$ cat src/rtl/id_ex_stage.sv
// id_ex_stage: single-entry decode-to-execute pipeline register with valid/ready handshake,
// operand source selection and RAW forwarding from the EX/MEM and MEM/WB result buses.
// Optional feature macro: ID_EX_FWD_EN (forwarding and refresh-on-hold). When it is undefined,
// the fwd_* ports are ignored and operands come straight from the captured register values.
module id_ex_stage #(
    parameter int unsigned DATA_WIDTH = 32,
    parameter int unsigned REG_IDX_W  = 5
) (
    input  logic                  clk,
    input  logic                  rst_n,
    input  logic                  flush,
    input  logic                  in_valid,
    output logic                  in_ready,
    input  logic [DATA_WIDTH-1:0] in_pc,
    input  logic [DATA_WIDTH-1:0] in_rs1_val,
    input  logic [DATA_WIDTH-1:0] in_rs2_val,
    input  logic [DATA_WIDTH-1:0] in_imm,
    input  logic [REG_IDX_W-1:0]  in_rs1_idx,
    input  logic [REG_IDX_W-1:0]  in_rs2_idx,
    input  logic [REG_IDX_W-1:0]  in_rd_idx,
    input  logic [3:0]            in_alu_ctrl,
    input  logic                  in_src1_sel,
    input  logic                  in_src2_sel,
    input  logic                  in_reg_we,
    input  logic                  fwd_mem_we,
    input  logic [REG_IDX_W-1:0]  fwd_mem_rd,
    input  logic [DATA_WIDTH-1:0] fwd_mem_data,
    input  logic                  fwd_wb_we,
    input  logic [REG_IDX_W-1:0]  fwd_wb_rd,
    input  logic [DATA_WIDTH-1:0] fwd_wb_data,
    output logic                  out_valid,
    input  logic                  out_ready,
    output logic [3:0]            alu_ctrl,
    output logic [DATA_WIDTH-1:0] alu_in_1,
    output logic [DATA_WIDTH-1:0] alu_in_2,
    output logic [DATA_WIDTH-1:0] out_rs2_val,
    output logic [DATA_WIDTH-1:0] out_pc,
    output logic [REG_IDX_W-1:0]  out_rd_idx,
    output logic                  out_reg_we
);

    logic                  valid_q;
    logic [DATA_WIDTH-1:0] pc_q;
    logic [DATA_WIDTH-1:0] rs1_val_q;
    logic [DATA_WIDTH-1:0] rs2_val_q;
    logic [DATA_WIDTH-1:0] imm_q;
    logic [REG_IDX_W-1:0]  rs1_idx_q;
    logic [REG_IDX_W-1:0]  rs2_idx_q;
    logic [REG_IDX_W-1:0]  rd_idx_q;
    logic [3:0]            alu_ctrl_q;
    logic                  src1_sel_q;
    logic                  src2_sel_q;
    logic                  reg_we_q;

    logic                  capture;
    logic                  hold;
    logic [DATA_WIDTH-1:0] fwd_rs1;
    logic [DATA_WIDTH-1:0] fwd_rs2;

    assign in_ready = ~valid_q | out_ready;
    assign capture  = in_valid & in_ready & ~flush;
    assign hold     = valid_q & ~out_ready;

`ifdef ID_EX_FWD_EN
    // EX/MEM beats MEM/WB since it is the younger producer; x0 is never forwarded.
    function automatic logic [DATA_WIDTH-1:0] fwd_pick(
        input logic [REG_IDX_W-1:0]  idx,
        input logic [DATA_WIDTH-1:0] held,
        input logic                  mem_we,
        input logic [REG_IDX_W-1:0]  mem_rd,
        input logic [DATA_WIDTH-1:0] mem_data,
        input logic                  wb_we,
        input logic [REG_IDX_W-1:0]  wb_rd,
        input logic [DATA_WIDTH-1:0] wb_data
    );
        logic [DATA_WIDTH-1:0] val;
        val = held;
        if (idx != '0) begin
            if (mem_we && mem_rd == idx) begin
                val = mem_data;
            end else if (wb_we && wb_rd == idx) begin
                val = wb_data;
            end
        end
        return val;
    endfunction

    // Resolve RAW hazards against both result buses.
    always_comb begin
        fwd_rs1 = fwd_pick(rs1_idx_q, rs1_val_q, fwd_mem_we, fwd_mem_rd, fwd_mem_data,
                           fwd_wb_we, fwd_wb_rd, fwd_wb_data);
        fwd_rs2 = fwd_pick(rs2_idx_q, rs2_val_q, fwd_mem_we, fwd_mem_rd, fwd_mem_data,
                           fwd_wb_we, fwd_wb_rd, fwd_wb_data);
    end
`else
    // Forwarding disabled: operands are the captured register-file values.
    always_comb begin
        fwd_rs1 = rs1_val_q;
        fwd_rs2 = rs2_val_q;
    end

    logic unused_fwd;
    assign unused_fwd = ^{fwd_mem_we, fwd_mem_rd, fwd_mem_data, fwd_wb_we, fwd_wb_rd,
                          fwd_wb_data, rs1_idx_q, rs2_idx_q, hold};
`endif

    // Entry valid flag: flush wins over capture, retire clears.
    always_ff @(posedge clk or negedge rst_n) begin
        if (!rst_n) begin
            valid_q <= 1'b0;
        end else if (flush) begin
            valid_q <= 1'b0;
        end else if (capture) begin
            valid_q <= 1'b1;
        end else if (out_ready) begin
            valid_q <= 1'b0;
        end
    end

    // Payload: load on capture; while stalled, fold in forwarded values so a producer
    // that retires during the stall is not lost.
    always_ff @(posedge clk or negedge rst_n) begin
        if (!rst_n) begin
            pc_q       <= '0;
            rs1_val_q  <= '0;
            rs2_val_q  <= '0;
            imm_q      <= '0;
            rs1_idx_q  <= '0;
            rs2_idx_q  <= '0;
            rd_idx_q   <= '0;
            alu_ctrl_q <= 4'b0000;
            src1_sel_q <= 1'b0;
            src2_sel_q <= 1'b0;
            reg_we_q   <= 1'b0;
        end else if (capture) begin
            pc_q       <= in_pc;
            rs1_val_q  <= in_rs1_val;
            rs2_val_q  <= in_rs2_val;
            imm_q      <= in_imm;
            rs1_idx_q  <= in_rs1_idx;
            rs2_idx_q  <= in_rs2_idx;
            rd_idx_q   <= in_rd_idx;
            alu_ctrl_q <= in_alu_ctrl;
            src1_sel_q <= in_src1_sel;
            src2_sel_q <= in_src2_sel;
            reg_we_q   <= in_reg_we;
`ifdef ID_EX_FWD_EN
        end else if (hold) begin
            rs1_val_q  <= fwd_rs1;
            rs2_val_q  <= fwd_rs2;
`endif
        end
    end

    // Outputs toward the ALU and later stages.
    always_comb begin
        out_valid   = valid_q;
        alu_ctrl    = alu_ctrl_q;
        alu_in_1    = src1_sel_q ? pc_q : fwd_rs1;
        alu_in_2    = src2_sel_q ? imm_q : fwd_rs2;
        out_rs2_val = fwd_rs2;
        out_pc      = pc_q;
        out_rd_idx  = rd_idx_q;
        out_reg_we  = reg_we_q & valid_q;
    end

endmodule

$ cat config.mk
export PLATFORM = sky130hd
export DESIGN_NAME = id_ex_stage
export DESIGN_NICKNAME = d
export VERILOG_FILES = /design/src/rtl/id_ex_stage.sv
export SDC_FILE = /design/constraint.sdc
export NUM_CORES = 1
export LEC_CHECK = 0
export BUFFER_PORTS_ARGS = -buffer_cell sky130_fd_sc_hd__buf_2
export CORE_AREA = 2 2 146 148
export CTS_BUF_LIST = sky130_fd_sc_hd__clkbuf_8
export DETAILED_ROUTE_END_ITERATION = 8
export DIE_AREA = 0 0 148 150
export GPL_ROUTABILITY_DRIVEN = 1
export SYNTH_ARGS = -nofsm -noshare
export SYNTH_HDL_FRONTEND = slang
export SYNTH_SLANG_ARGS = --single-unit
export TNS_END_PERCENT = 5
$ cat constraint.sdc
create_clock -name clk -period 3.63 [get_ports clk]
set_input_delay 0.1815 -clock clk [delete_from_list [all_inputs] [get_ports clk]]
set_output_delay 0.1815 -clock clk [all_outputs]
set_load 0.02 [all_outputs]
# ---- Word level (Yosys, flattened, before mapping)
# Index checks and enable logic that the tools add are counted.
dict set report classes {
  mux 5
  bitwise_logic 6
  n_reduce_logical 1
}
# cell count
set ops {}
lappend ops {{$mux 32} 2}
lappend ops {{$and 1x1->1} 3}
lappend ops {{$mux 1} 3}
lappend ops {{$reduce_bool 3->1} 1}
lappend ops {{$not 1->1} 2}
lappend ops {{$or 1x1->1} 1}
dict set report totals {
  regBits 141
  output_inout_bits 140
  word_cells 22
}

# ---- Logic depth before layout (Yosys ltp)
# Gate-level depths: netlist of the first run.
dict set report depth {
  ltp_word 6
  mapped_depth 5
  depth_no_buf 3
}

# ---- Worst setup path after synthesis of the first run
# Ideal clock, no wire load.
dict set report synth_path {
  path_type {flip-flop to flip-flop}
  startpoint {register valid_q (netlist: out_valid)}
  endpoint {register rs1_val_q[0] (netlist: fwd_rs1[0])}
  setup_time_ps 127
  t_arrival_ps 1532
  required_ps 3503
  setup_slack_ps 1971
  path_stages_with_launch 6
  path_buffers 2
  path_cell_list {dfrtp_1 > nor2b_2 > nor3b_2 > buf_6 > buf_6 > mux2_1}
}
dict set report synth_via {
  elab_chain_len 4
}
# item line
set synth_rtl {}
lappend synth_rtl {{from (decl)} 42} ;# logic valid_q;
lappend synth_rtl {{from (signal assigned)} 110} ;# valid_q <= 1'b0;
lappend synth_rtl {{from (signal assigned)} 112} ;# valid_q <= 1'b0;
lappend synth_rtl {{from (signal assigned)} 114} ;# valid_q <= 1'b1;
lappend synth_rtl {{$not 1->1} 60} ;# assign in_ready = ~valid_q | out_ready;
lappend synth_rtl {{$or 1x1->1} 60}
lappend synth_rtl {{$and 1x1->1 (2 in series)} 61} ;# assign capture = in_valid & in_ready & ~flush;
lappend synth_rtl {{to (signal assigned)} 137} ;# rs1_val_q <= in_rs1_val;
lappend synth_rtl {{to (decl)} 44} ;# logic [DATA_WIDTH-1:0] rs1_val_q;
# No other way between the ends.
# A chain may end at the register's enable or synchronous reset.

# ---- Final worst setup path of the first run
dict set report layout_path {
  startpoint {register src1_sel_q}
  endpoint {output alu_in_1[2]}
}
dict set report layout_via {
  elab_chain_len 1
}
# item line
set layout_rtl {}
lappend layout_rtl {{from (decl)} 51} ;# logic src1_sel_q;
lappend layout_rtl {{from (signal assigned)} 144} ;# src1_sel_q <= in_src1_sel;
lappend layout_rtl {{$mux 32} 159} ;# alu_in_1 = src1_sel_q ? pc_q : fwd_rs1;
lappend layout_rtl {{to (decl)} 34} ;# output logic [DATA_WIDTH-1:0] alu_in_1,
# No other way between the ends.

==> results of run 1 <==
## synth_stat cells (all sizes together)
master	n	share of area
and2	1	0.0010
buf	20	0.028
clkbuf	3	0.0019
dfrtp	141	0.58
inv	1	0.00062
mux2	204	0.38
nor2	2	0.0012
nor2b	1	0.0014
nor3b	1	0.0021
## stage by stage
step,area (sq um),power (W)
6_report,9614,0.005083
2_1_floorplan,6045,0.002926
4_1_cts,9612,0.005157
5_1_grt,9614,0.005370
3_5_place_dp,7706,0.003470
3_3_place_gp,7706,0.003456
## final cells by class
cell class | instances | area share
flip-flops and latches | 141 | 0.3671
repair buffers | 432 | 0.3039
multi-input cells | 209 | 0.2432
well taps | 275 | 0.03579
clock inverters | 14 | 0.02499
clock buffers | 17 | 0.02434
inverters | 1 | 0.0003904
diodes | 1 | 0.0002603
## critical path, cell delays in order (launching register included)
cell and delay [ns]:
dfrtp_1 0.99, buf_4 0.34, mux2_2 0.37, buf_2 0.16
## per-layer routing
metal  share of wire  wire length [microns]  vias to the layer above  track usage
li1                -                      -                     2201            -
met1            0.43                   6959                     2244       0.1747
met2            0.50                   8081                      169       0.2475
met3           0.059                    963                       15      0.04604
met4           0.013                    218                        0      0.05000
met5               0                      0                        -            0
## cells by family after synthesis
group / share of synthesized area
and+or+nand+nor: 0.005797
DFF: 0.5837
muxes: 0.3800
buffers and inverters: 0.03043
## path summary, 6_finish.rpt
kind / to / slack, ns / depth (start not counted)
worst min-delay path: out_rs2_val[22] / 0.37 / 2
worst min register to register: fwd_rs1[10] / 0.49 / 1
max in group asynchronous: fwd_rs1[30] / 2.47 / 3
worst max-delay path: alu_in_1[2] / 1.15 / 3
min in group clk: out_rs2_val[24] / 0.48 / 4
worst max register to register: imm_q[10] / 1.51 / 4
## state kept, by name (all words and copies together) (netlist names), 4 cells and up
signal       flops
fwd_rs1         32
imm_q           32
out_pc          32
out_rs2_val     32
out_rd_idx       5
alu_ctrl         4
## report_power, final
part	internal (W)	total, W	switching, W
Clock	0.000890	0.00153	0.000639
Combinational	0.000725	0.00153	0.000801
Sequential	0.00184	0.00203	0.000192
Total	0.00345	0.00508	0.00163
==> flow_metrics.tcl, run 1 <==
set metrics [dict create \
    wire_per_inst_microns 14.88 \
    place_ws_ns 1.504 \
    drc 0 \
    fin_tns_setup_ns 0 \
    min_period_ns 2.478 \
    synth_fp_nets 605 \
    insertion_delay_ns 0.43 \
    cts_tree "built" \
    rows 53 \
    clkSlewWorstSetupHoldPaths_ns 0.09 \
    yosys_register_bits 141 \
    multi_input_area_sq_um 2338 \
    fp.dieW_microns 148 \
    die_h_microns 150 \
    ctsResizeCount 0 \
    status "completed" \
    fin_ws_ns 1.152 \
    finalNonFillerCells 1090 \
    yosysSeqAreaShare 0.5837 \
    gp_congestion 0.7116 \
    final_nets 1033 \
    period_share 0.6828 \
    clock_sinks 141 \
    final_cell_mix "buf_2 (283), dlygate4sd3_1 (143), dfrtp_1 (140)" \
    vdd_drop_max_mv 0.2284 \
    hpwl_mm 10.17 \
    setup_viol 0 \
    drtAntennaViolNets 0 \
    final_max_slew_viol_count 0 \
    start_util 0.2922 \
    clock-root-buffer "clkbuf_8" \
    placed_cells_incl_taps 915 \
    worstMarginPinSlew_ns 0.9716 \
    vias_per_cell 4.247 \
    ios 371 \
    crit_required_ns 3.45 \
    fill_cells 1889 \
    synthCells 374 \
    mostFrequentLayoutCell "buf_2" \
    cts-htree-levels 4 \
    relSlewSlack 0.3522 \
    path_class "register to output port" \
    grt_max_degree 81 \
    wl_mm 16.22 \
    syn_area_sq_um 6045 \
    power_leakage_nw 4.482 \
    ys_types 11 \
    crit_fanout 20 \
    track_usage 0.1456 \
    port_buffers 284 \
    arrival_ns 2.30 \
    yosys_warnings 0 \
    post-route-util 0.4647 \
    cap_violations 0 \
    syn_avg_cell_area_sq_um 16.16 \
    antenna_found_initial 1 \
    cp-startpoint "src1_sel_q" \
    hold_ws_ns 0.3739 \
    grt_overflow 0 \
    area_growth_pct 59.06 \
    dieArea_sq_um 22200 \
    final.setup_skew_ns 0.01550 \
    seq_area_sq_um 3530 \
    min_path_type "primary input to asynchronous set/reset pin" \
    fmaxAchievable_mhz 403.5 \
    hold_violations 0 \
    postCtsHoldBufs 143 \
    max-clock-path-buffers 2 \
    r2r-start "out_valid" \
    power.density_nw_per_um2 528.7 \
    core_region_area_sq_um 20690 \
    cts_buffers 17 \
    num_vias 4629 \
    grt_pass1_wl_mm 25.62 \
    final_layout_size_suffix_gt1_frac 0.5233 \
    grt_pass1_vias 5100 \
    drt_first_pass_iters 3 \
    drt-initial-drc-count 75 \
    startpoint_type "register" \
    rsz0062_at_grt "no" \
    endpoint_kind "output port" \
    postCtsSetupRepairBufs 0 \
]
Power figures use the tool's default switching activity.
==> inputs of run 2 (changes only) <==
==> constraint.sdc (replaced) <==
create_clock -name clk -period 2.5 [get_ports clk]
set_input_delay 0.125 -clock clk [delete_from_list [all_inputs] [get_ports clk]]
set_output_delay 0.125 -clock clk [all_outputs]
set_load 0.02 [all_outputs]
==> run 2 against run 1 <==
Count of clock-buffer cells in the layout unchanged. Power increased by 37%. Cell count increased by 0.28%. Via count increased by 0.67%.
==> flow_metrics.tcl, run 2 (synthesis gave the netlist of run 1 again) <==
set metrics [dict create \
    path_class "register to output port" \
    ctsResizeCount 0 \
    r2r-start "out_valid" \
    drtAntennaViolNets 0 \
    clkSlewWorstSetupHoldPaths_ns 0.09 \
    min_period_ns 1.924 \
    period_share 0.7696 \
    clock-root-buffer "clkbuf_8" \
    hold_violations 0 \
    die_h_microns 150 \
    multi_input_area_sq_um 2338 \
    final_layout_size_suffix_gt1_frac 0.5263 \
    seq_area_sq_um 3530 \
    final.setup_skew_ns 0.008229 \
    area_growth_pct 58.29 \
    grt_max_degree 76 \
    drc 0 \
    final_max_slew_viol_count 0 \
    fp.dieW_microns 148 \
    grt_pass1_wl_mm 25.36 \
    power.density_nw_per_um2 730.5 \
    cts_buffers 17 \
    cp-startpoint "src2_sel_q" \
    insertion_delay_ns 0.44 \
    rows 53 \
    postCtsSetupRepairBufs 0 \
    relSlewSlack 0.6520 \
    port_buffers 284 \
    fmaxAchievable_mhz 519.8 \
    p_int_w 0.004551 \
    drt_first_pass_iters 4 \
    core_region_area_sq_um 20690 \
    endpoint_kind "output port" \
    fill_cells 1878 \
    grt_overflow 0 \
    power_frac_clock 0.261 \
    arrival_ns 1.80 \
    status "completed" \
    track_usage 0.1436 \
    final_cell_mix "buf_2 (283), dlygate4sd3_1 (143), dfrtp_1 (140)" \
    fin_tns_setup_ns 0 \
    reg2regPathDepth 4 \
    power_leakage_nw 4.443 \
    final_nets 1035 \
    grt_pass1_vias 5060 \
    max-clock-path-buffers 2 \
    antenna_found_initial 1 \
    setup_viol 0 \
    vias_per_cell 4.263 \
    crit_required_ns 2.38 \
    startpoint_type "register" \
    hpwl_mm 10.42 \
    hold_ws_ns 0.2179 \
    dieArea_sq_um 22200 \
    gp_congestion 0.7243 \
    worstMarginPinSlew_ns 0.5220 \
    wl_mm 16.01 \
    p_switching_w 0.002438 \
    ios 371 \
    cts-htree-levels 4 \
    p_sw_frac 0.3488 \
    cts_tree "built" \
    postCtsHoldBufs 143 \
    min_path_type "primary input to asynchronous set/reset pin" \
    clock_sinks 141 \
    p_comb_frac 0.325 \
    rsz0062_at_grt "no" \
    num_vias 4660 \
    vdd_drop_max_mv 0.3427 \
    drt-initial-drc-count 105 \
    wire_per_inst_microns 14.65 \
    cap_violations 0 \
    start_util 0.2922 \
    crit_fanout 19 \
    mostFrequentLayoutCell "buf_2" \
    sequentialPowerShare 0.414 \
]
[run 2: metrics by stage]
step / setup WS, ns / total power, W / instances / instance area, sq um / utilization
floorplan: 0.8410 / 0.004248 / 374 / 6045 / -
global placement: 0.6883 / 0.005031 / 917 / 7746 / 0.3744
detailed placement: 0.6693 / 0.005054 / 917 / 7746 / 0.3744
CTS: 0.4933 / 0.007115 / 1092 / 9565 / 0.4623
global route: 0.4441 / 0.007406 / 1093 / 9568 / 0.4624
finish: 0.5760 / 0.006989 / 1093 / 9568 / 0.4624
[run 2: power by group through the flow]
stage	clock, W	sequential [W]	combinational, W
CTS	0.00192	0.00290	0.00229
finish	0.00182	0.00289	0.00227
floorplan	0	0.00314	0.00111
global route	0.00202	0.00296	0.00242
detailed placement	0	0.00295	0.00211
global placement	0	0.00293	0.00210
[run 2: layout make-up]
class | count | share of cell area
clock buffer | 17 | 0.02445
inverter | 1 | 0.0003923
sequential | 141 | 0.3689
tap | 275 | 0.03596
antenna | 1 | 0.0002615
multi-input combinational | 209 | 0.2444
clock inverter | 15 | 0.01608
timing repair buffer | 434 | 0.3095
[run 2: critical path: stages, from the launching register on]
cell     delay [ns]
dfrtp_2        0.60
buf_12         0.23
mux2_2         0.36
buf_2          0.16
[run 2: routing by layer]
layer,routed length (microns),GRT usage,vias up
met5,0,0,-
met2,8069,0.2488,170
li1,-,-,2200
met1,6639,0.1717,2276
met4,215,0.04524,0
met3,1089,0.04299,14
[run 2: path summary, 6_finish.rpt]
| check | end | slack, ns |
|---|---|---|
| setup reg to reg | fwd_rs1[11] | 0.64 |
| min in group clk | out_rs2_val[30] | 0.43 |
| hold reg to reg | imm_q[17] | 0.48 |
| max in group asynchronous | imm_q[31] | 1.45 |
| hold / removal | out_rs2_val[19] | 0.22 |
| setup / recovery | alu_in_2[12] | 0.58 |
